===== config.mk =====
export PLATFORM = sky130hd
export DESIGN_NAME = morse_encoder_param
export DESIGN_NICKNAME = d
export VERILOG_FILES = /design/src/rtl/morse_encoder_param.sv
export SDC_FILE = /design/constraint.sdc
export NUM_CORES = 1
export LEC_CHECK = 0
export BUFFER_PORTS_ARGS = -buffer_cell sky130_fd_sc_hd__buf_2
export CORE_MARGIN = 2
export CORE_UTILIZATION = 40
export CTS_BUF_LIST = sky130_fd_sc_hd__clkbuf_4
export DETAILED_ROUTE_END_ITERATION = 12
export GPL_TIMING_DRIVEN = 0
export PLACE_DENSITY = 0.57
export SLEW_MARGIN = 5
export SYNTH_ARGS = -nofsm -noshare
export SYNTH_HDL_FRONTEND = slang
export SYNTH_SLANG_ARGS = --single-unit

===== constraint.sdc =====
create_clock -name ClockIn -period 3.96 [get_ports ClockIn]
set_clock_uncertainty 0.1 [all_clocks]
set_input_delay 0.594 -clock ClockIn [delete_from_list [all_inputs] [get_ports ClockIn]]
set_output_delay 0.594 -clock ClockIn [all_outputs]
set_load 0.005 [all_outputs]

===== src/rtl/morse_encoder_param.sv =====
// morse_encoder_param: serial Morse encoder for the letters A..Z.
//
// Start with a valid Letter code (0=A .. 25=Z) loads that letter's pattern from an
// internal ROM and shifts it out on DotDashOut, one unit at a time. Each unit lasts
// TICKS_PER_UNIT clock cycles. After the letter, GAP_UNITS low units are sent, and
// then Done pulses for one cycle.
//
// Ports:
//   ClockIn     in   rising-edge clock
//   Resetn      in   synchronous active-low reset
//   Start       in   request, sampled every rising edge
//   Letter      in   letter code, sampled with Start
//   Busy        out  high while a letter or its trailing gap is being sent
//   Done        out  one-cycle pulse when the gap completes
//   Err         out  one-cycle pulse when Start carries an invalid code
//   DotDashOut  out  serial Morse output, 1 = lit
//   NewBitOut   out  one-cycle pulse in the first cycle of every unit
//
// Optional feature: define MORSE_HOLD_EN to add a one-entry pending buffer. A valid
// Start that arrives while Busy is held and launched in the Done cycle.
module morse_encoder_param #(
  parameter int unsigned TICKS_PER_UNIT = 2,
  parameter int unsigned LETTER_W       = 5,
  parameter int unsigned NUM_LETTERS    = 26,
  parameter int unsigned PATTERN_W      = 16,
  parameter int unsigned GAP_UNITS      = 3
) (
  input  logic                ClockIn,
  input  logic                Resetn,
  input  logic                Start,
  input  logic [LETTER_W-1:0] Letter,
  output logic                Busy,
  output logic                Done,
  output logic                Err,
  output logic                DotDashOut,
  output logic                NewBitOut
);

  localparam int unsigned CntW  = $clog2(TICKS_PER_UNIT) + 1;
  localparam int unsigned UnitW = $clog2(PATTERN_W + GAP_UNITS + 1);
  localparam logic [CntW-1:0]  CntMax  = CntW'(TICKS_PER_UNIT - 1);
  localparam logic [UnitW-1:0] GapLoad = UnitW'(GAP_UNITS);

  typedef enum logic [1:0] {StIdle, StSend, StGap} state_e;

  state_e               state_q, state_d;
  logic [PATTERN_W-1:0] shreg_q, shreg_d;
  logic [UnitW-1:0]     units_q, units_d;  // units left in the current phase
  logic [CntW-1:0]      cnt_q, cnt_d;      // ticks left in the current unit
  logic                 done_q, done_d;
  logic                 err_q, err_d;

  logic [LETTER_W-1:0]  letter_sel;
  logic                 start_ok;          // external Start with an in-range code
  logic [12:0]          rom_raw;           // pattern, right-justified
  logic [3:0]           rom_len;
  logic [PATTERN_W-1:0] rom_pat;           // pattern, left-justified

  assign start_ok = Start && (32'(Letter) < NUM_LETTERS);

`ifdef MORSE_HOLD_EN
  logic                pend_valid_q, pend_valid_d;
  logic [LETTER_W-1:0] pend_letter_q, pend_letter_d;

  // Pending entry can only be valid in IDLE during the Done cycle.
  assign letter_sel = pend_valid_q ? pend_letter_q : Letter;
`else
  assign letter_sel = Letter;
`endif

  // Morse ROM: dot = 1, dash = 111, separator = 0.
  always_comb begin
    rom_raw = '0;
    rom_len = '0;
    case (32'(letter_sel))
      0:  begin rom_raw = 13'b10111;         rom_len = 4'd5;  end // A
      1:  begin rom_raw = 13'b111010101;     rom_len = 4'd9;  end // B
      2:  begin rom_raw = 13'b11101011101;   rom_len = 4'd11; end // C
      3:  begin rom_raw = 13'b1110101;       rom_len = 4'd7;  end // D
      4:  begin rom_raw = 13'b1;             rom_len = 4'd1;  end // E
      5:  begin rom_raw = 13'b101011101;     rom_len = 4'd9;  end // F
      6:  begin rom_raw = 13'b111011101;     rom_len = 4'd9;  end // G
      7:  begin rom_raw = 13'b1010101;       rom_len = 4'd7;  end // H
      8:  begin rom_raw = 13'b101;           rom_len = 4'd3;  end // I
      9:  begin rom_raw = 13'b1011101110111; rom_len = 4'd13; end // J
      10: begin rom_raw = 13'b111010111;     rom_len = 4'd9;  end // K
      11: begin rom_raw = 13'b101110101;     rom_len = 4'd9;  end // L
      12: begin rom_raw = 13'b1110111;       rom_len = 4'd7;  end // M
      13: begin rom_raw = 13'b11101;         rom_len = 4'd5;  end // N
      14: begin rom_raw = 13'b11101110111;   rom_len = 4'd11; end // O
      15: begin rom_raw = 13'b10111011101;   rom_len = 4'd11; end // P
      16: begin rom_raw = 13'b1110111010111; rom_len = 4'd13; end // Q
      17: begin rom_raw = 13'b1011101;       rom_len = 4'd7;  end // R
      18: begin rom_raw = 13'b10101;         rom_len = 4'd5;  end // S
      19: begin rom_raw = 13'b111;           rom_len = 4'd3;  end // T
      20: begin rom_raw = 13'b1010111;       rom_len = 4'd7;  end // U
      21: begin rom_raw = 13'b101010111;     rom_len = 4'd9;  end // V
      22: begin rom_raw = 13'b101110111;     rom_len = 4'd9;  end // W
      23: begin rom_raw = 13'b11101010111;   rom_len = 4'd11; end // X
      24: begin rom_raw = 13'b1110101110111; rom_len = 4'd13; end // Y
      25: begin rom_raw = 13'b11101110101;   rom_len = 4'd11; end // Z
      default: begin rom_raw = '0;           rom_len = 4'd0;  end
    endcase
  end

  assign rom_pat = PATTERN_W'(rom_raw) << (PATTERN_W - 32'(rom_len));

  always_comb begin
    state_d = state_q;
    shreg_d = shreg_q;
    units_d = units_q;
    cnt_d   = cnt_q;
    done_d  = 1'b0;
    err_d   = 1'b0;
`ifdef MORSE_HOLD_EN
    pend_valid_d  = pend_valid_q;
    pend_letter_d = pend_letter_q;
`endif

    unique case (state_q)
      StIdle: begin
`ifdef MORSE_HOLD_EN
        if (pend_valid_q || start_ok) begin
          pend_valid_d = 1'b0;
`else
        if (start_ok) begin
`endif
          shreg_d = rom_pat;
          units_d = UnitW'(rom_len);
          cnt_d   = CntMax;
          state_d = StSend;
        end else if (Start) begin
          err_d = 1'b1;
        end
      end

      StSend: begin
        if (cnt_q == '0) begin
          shreg_d = shreg_q << 1;
          cnt_d   = CntMax;
          if (units_q == UnitW'(1)) begin
            units_d = GapLoad;
            state_d = StGap;
          end else begin
            units_d = units_q - UnitW'(1);
          end
        end else begin
          cnt_d = cnt_q - CntW'(1);
        end
      end

      StGap: begin
        if (cnt_q == '0) begin
          if (units_q == UnitW'(1)) begin
            units_d = '0;
            cnt_d   = '0;
            done_d  = 1'b1;
            state_d = StIdle;
          end else begin
            units_d = units_q - UnitW'(1);
            cnt_d   = CntMax;
          end
        end else begin
          cnt_d = cnt_q - CntW'(1);
        end
      end

      default: state_d = StIdle;
    endcase

`ifdef MORSE_HOLD_EN
    // Requests arriving mid-letter: queue one valid code, flag invalid ones.
    if (state_q != StIdle && Start) begin
      if (!start_ok) begin
        err_d = 1'b1;
      end else if (!pend_valid_q) begin
        pend_valid_d  = 1'b1;
        pend_letter_d = Letter;
      end
    end
`endif
  end

  always_ff @(posedge ClockIn) begin
    if (!Resetn) begin
      state_q <= StIdle;
      shreg_q <= '0;
      units_q <= '0;
      cnt_q   <= '0;
      done_q  <= 1'b0;
      err_q   <= 1'b0;
`ifdef MORSE_HOLD_EN
      pend_valid_q  <= 1'b0;
      pend_letter_q <= '0;
`endif
    end else begin
      state_q <= state_d;
      shreg_q <= shreg_d;
      units_q <= units_d;
      cnt_q   <= cnt_d;
      done_q  <= done_d;
      err_q   <= err_d;
`ifdef MORSE_HOLD_EN
      pend_valid_q  <= pend_valid_d;
      pend_letter_q <= pend_letter_d;
`endif
    end
  end

  // All outputs decode directly from registers.
  assign Busy       = (state_q != StIdle);
  assign DotDashOut = (state_q == StSend) && shreg_q[PATTERN_W-1];
  assign NewBitOut  = (state_q != StIdle) && (cnt_q == CntMax);
  assign Done       = done_q;
  assign Err        = err_q;

endmodule


Word-level counts from Yosys, hierarchy flattened
Memory sizes are Yosys's and may differ from the RTL's.
Index checks and enable logic that the tools add are counted.
W data, S select, Z words.

operators by class
  muxes and demuxes = 21
  order comparisons = 1
  $add $sub $neg = 3
  reductions and logical operators = 14
  shift-type cells = 1
  equal/unequal tests = 9
  bitwise operators = 2

operator list
  operator               number
  $mux W16               2
  $pmux W16 S2           1
  $shl A13 B32 Y16       1
  $mux W5                5
  $pmux W5 S3            1
  $mux W2                7
  $pmux W2 S3            2
  $ne A2 B2 Y1 const B   5
  $reduce_and A3 Y1      2
  $sub A5 B4 Y6 const A  1
  $eq A5 B1 Y1 const B   1
  $lt A5 B5 Y1 const B   1
  $reduce_and A5 Y1      1
  $sub A5 B1 Y5 const B  1
  $eq A2 B1 Y1 const B   2
  $logic_not A2 Y1       2
  $reduce_and A4 Y1      1
  $reduce_bool A2 Y1     2
  $logic_and A1 B1 Y1    3
  $mux W1                3
  $reduce_bool A3 Y1     1
  $reduce_or A3 Y1       1
  $eq A2 B2 Y1 const B   1
  $not A1 Y1             2
  2 further kinds        2

word-level totals
  output and inout port bits = 5
  bits in read-only memories = 544
  register bits after elaboration = 27
  input port bits = 8
  memories kept = 1

memory list
  name             words  width  rd ports  clocked after memory_dff  wr ports  line  source
  (no name shown)  32     17     1         0                         0         75    case (32'(letter_sel))

Logic depth before layout (Yosys ltp)
An unclocked memory read counts as a cell.

  word-level depth = 5
  gate-level depth with buffers = 16
  depth with buffers taken out = 13

Least setup slack after synthesis
OpenSTA, ideal clock, no wires.

  path type = input to register
  from = in Letter[3]
  to = reg shreg_q[13]
  setup time = 0.076 ns
  path slack = 0.794 ns
  data required time = 3.784 ns
  path buffers = 5
  stages = 16
  data arrival time = 2.990 ns
  path through = buf_6 > buf_2 > buf_6 > buf_2 > nor2_1 > nor2_1 > o221ai_1 > o21a_1 > ha_1 > clkbuf_8 > clkinv_1 > nor3_1 > nor2_1 > o311ai_0 > o2111ai_1 > a31oi_1

on the way
  word-level cells in the longest chain between the ends = 5
  elaborated cells between the ends (all ways) = 9
  classes of those cells = 1 x add/sub; 1 x order compare; 1 x eq/ne; 1 x shift; 2 x mux; 2 x reduce/logical; 1 x memory

RTL lines
  element               line  source
  from (decl)           31    input logic [LETTER_W-1:0] Letter,
  $mem_v2 Z32 W17       --
  $sub A5 B4 Y6         106   assign rom_pat = PATTERN_W'(rom_raw) << (PATTERN_W - 32'(rom_len));
  $shl A13 B32 Y16      106
  $mux W16              126   if (start_ok) begin
  $pmux W16 S2          120   unique case (state_q)
  to (signal assigned)  198   shreg_q <= shreg_d;
  to (decl)             47    logic [PATTERN_W-1:0] shreg_q, shreg_d;

Several ways; a longest one is shown, not always the timed one. The select of a mux whose other input is x is not followed.
A chain may end at the register's enable or synchronous reset.

Worst setup path in the final report
  from = in Letter[1]
  to = reg shreg_q[9]

Same word-level chain as after synthesis.

==> flow_metrics.env <==
export IMPL_fmax_mhz=274
export IMPL_drv_cap=0
export IMPL_ctsLongestPathBuffers=2
export IMPL_num_antenna_cells=0
export IMPL_wl_per_cell_um=16.0
export IMPL_path_buf_inv=6
export IMPL_dp_cells=436
export IMPL_yosys_warnings=0
export IMPL_grt_usage=0.201
export IMPL_cts_tree="yes"
export IMPL_finalNetCount=387
export IMPL_slowest_stage="clkbuf_1"
export IMPL_syn_inst=348
export IMPL_cp_slowest_stage_delay_ps=400
export IMPL_arrival_ps=3790
export IMPL_vdd_drop_max_uv=229
export IMPL_final_hold_viol_count=0
export IMPL_grt_pass1_wl_um=12000
export IMPL_timing_final_max_slew_violations=0
export IMPL_fillers=645
export IMPL_clk_latency_ps=340
export IMPL_synth_top_flop_cell="dfxtp_1"
export IMPL_synth_seq_cells=26
export IMPL_grt_pass1_vias=2488
export IMPL_leakagePower_nw=1.13
export IMPL_dieArea_sq_mm=0.00718
export IMPL_dr_total_vias=2604
export IMPL_syn_avg_cell_area_sq_um=7.49
export IMPL_gp_congestion=0.883
export IMPL_layout_drive_gt1_share=0.127
export IMPL_timing_setup_tns_ps=0
export IMPL_cts_clk_slew_worst_paths_ps=140
export IMPL_setup_viol=0
export IMPL_holdCritPathClass="reg2reg"
export IMPL_drc=0
export IMPL_drt_first_pass_iters=4
export IMPL_p_int_w=0.000698
export IMPL_crit_chain="buf_2 > buf_2 > inv_1 > ha_1 > nand2_1 > a21oi_1 > o21ai_0 > o21a_1 > ha_1 > clkbuf_8 > clkinv_1 > clkbuf_1 > nand2_1 > o21ai_0 > nand4_1 > o22ai_1"
export IMPL_synth_async_reset_ratio=0
export IMPL_drtAntennaViolNets=0
export IMPL_die_x_um=84.7
export IMPL_io_pins=13
export IMPL_cts_resized=0
export IMPL_startpoint_type="input pin"
export IMPL_postCtsSetupRepairBufs=0
export IMPL_relSlewSlack=0.562
export IMPL_grt_max_degree=16
export IMPL_min_period_ps=3640
export IMPL_hpwl_um=5230
export IMPL_drt_iter0_drc=194
export IMPL_core_sq_mm=0.00631
export IMPL_fin_util=0.445
export IMPL_fin_crit_sh=0.920
export IMPL_required_ps=4110
export IMPL_portBuffers=11
export IMPL_p_sw_frac=0.451
export IMPL_cp_end_kind="register"
export IMPL_seqPwrFrac=0.303
export IMPL_synth_nets=371
export IMPL_gr_total_overflow=0
export IMPL_area_growth_pct=7.82
export IMPL_pwr_share_comb=0.548
export IMPL_setup_ws_ps=315
export IMPL_critPathTopFamily="buffers and inverters"
export IMPL_pre_cts_ws_ps=52.1
export IMPL_worst_pin_slew_ps=657
export IMPL_start_util=0.413
export IMPL_power_density_mw_per_mm2=453
export IMPL_rsz0062_at_grt="false"
export IMPL_wl_um=7060
export IMPL_synth_distinct_cells=65
export IMPL_mappedNetlistArea_sq_mm=0.00261
export IMPL_p_total_w=0.00127
export IMPL_synth_edff_count=0
export IMPL_crit_fanout=10
export IMPL_post_drt_via_cell_ratio=5.92
export IMPL_clock_sinks=26
export IMPL_row_count=29
export IMPL_critical_path_class="in2reg"
export IMPL_power_switching_w=0.000574
export IMPL_htree_num_levels=1
export IMPL_fin_cells=440
export IMPL_ctsHoldBuffers=0
export IMPL_seq_area_frac_synth=0.200
export IMPL_die_h_um=84.7
export IMPL_antenna_found_initial=0
export IMPL_numCtsBuffers=3
export IMPL_status="complete, no violations"
export IMPL_pwr_share_clk=0.149
export IMPL_clockRootBuffer="clkbuf_4"
[final cells by class]
cell class,instances,area (sq um),share of cell area
Inverter,19,71.3,0.0254
Multi-Input combinational cell,276,1860,0.662
Buffer,27,155,0.0552
Sequential cell,26,520,0.185
Tap cell,77,96.3,0.0343
Timing Repair Buffer,11,55.1,0.0196
Clock buffer,3,22.5,0.00801
Clock inverter,1,30.0,0.0107
[power groups by stage]
stage                     logic [W]  registers (W)  clock network, W
after floorplan            0.000535       0.000376                 0
after global placement     0.000689       0.000387                 0
after detailed placement   0.000686       0.000389                 0
after CTS                  0.000689       0.000383          0.000196
after global routing       0.000784       0.000396          0.000204
final                      0.000698       0.000385          0.000190
[flip-flops by register name, summed over array words and instances, names as in the netlist]
name     count
units_q      5
Done         1
Err          1
state_q      2
shreg_q     15
cnt_q        2
[per-stage QoR]
stage	area (sq um)	hold slack, ps
after floorplan	2610	337
after global placement	2760	347
after detailed placement	2760	347
after CTS	2810	365
after global routing	2810	376
final	2810	373
[path summary, 6_finish.rpt]
path / to / cells past startpoint / slack [ps] / from
setup reg to reg: shreg_q[9]$_SDFFE_PN0P_ / 8 / 1190 / state_q[1]$_SDFFE_PN0P_
setup / recovery: shreg_q[9]$_SDFFE_PN0P_ / 16 / 320 / Letter[1]
hold / removal: shreg_q[1]$_SDFFE_PN0P_ / 2 / 370 / shreg_q[1]$_SDFFE_PN0P_
hold reg to reg: shreg_q[1]$_SDFFE_PN0P_ / 2 / 370 / shreg_q[1]$_SDFFE_PN0P_
[cells by family (layout without fill, tap and decap cells)]
group                    Yosys count  count (layout)  share of synthesized area
AO/OA/AOI/OAI                    124             124                      0.327
AND/OR/NAND/NOR                  120             120                      0.235
buffers and inverters             46              61                     0.0869
flip-flops                        26              26                      0.200
adder cells (fa/ha/maj)           15              15                     0.0720
multiplexers                      14              14                     0.0547
XOR/XNOR                           3               3                     0.0245
[Yosys cell counts (all sizes together) (2+ instances only)]
library cell,instances,area [sq um]
clkbuf,14,62.6
nand3,6,30.0
o22ai,9,56.3
o211ai,6,45.0
dfxtp,26,521
o21ai,26,130
a21oi,34,170
a22oi,5,37.5
mux2i,12,120
o21a,4,30.0
ha,15,188
a211oi,2,15.0
xor2,2,36.3
a221oi,5,50.0
nand2b,9,56.3
and2,4,25.0
nor2,36,143
inv,17,63.8
o31ai,2,20.0
nand2,28,108
nand4,2,12.5
o221ai,4,35.0
nor2b,7,43.8
o311ai,4,70.1
nor3,10,66.3
or3,2,12.5
clkinv,2,7.51
nand3b,2,15.0
o32ai,2,17.5
mux2,2,22.5
o2111ai,4,35.0
buf,13,92.6
and3,7,45.1
o211a,2,20.0
a31oi,8,50.1
[per-layer routing]
metal  part of all wire  global-route usage  wire, um  vias up
met2               0.47               0.330      3310       66
met1               0.48               0.283      3390     1225
met5                  0                   0         0        -
met4             0.0078              0.0404        55        0
met3              0.042              0.0275       299        6
li1                   -                   -         -     1307
[cells in the final DEF (no fill, tap or decap), types with 5 or more instances in the layout]
| cell type | synthesis | final |
|---|---|---|
| o22ai_1 | 9 | 9 |
| clkbuf_1 | 13 | 13 |
| mux2i_1 | 12 | 12 |
| ha_1 | 15 | 15 |
| nand3_1 | 6 | 6 |
| a21oi_1 | 34 | 34 |
| nor2_1 | 35 | 35 |
| a31oi_1 | 8 | 8 |
| o21ai_0 | 25 | 25 |
| nor2b_1 | 7 | 7 |
| nor3_1 | 8 | 8 |
| a22oi_1 | 5 | 5 |
| inv_1 | 17 | 17 |
| and3_1 | 6 | 6 |
| o211ai_1 | 6 | 6 |
| buf_2 | 8 | 19 |
| dfxtp_1 | 26 | 26 |
| nand2_1 | 27 | 27 |
| nand2b_1 | 9 | 9 |
[worst min-delay path: cells and delay by family (launching register included)]
family          cells  cell delay (ps)
compound gates      1               50
flops               1              340
simple gates        1               50
Note: power is estimated with default switching activity, not from simulation.
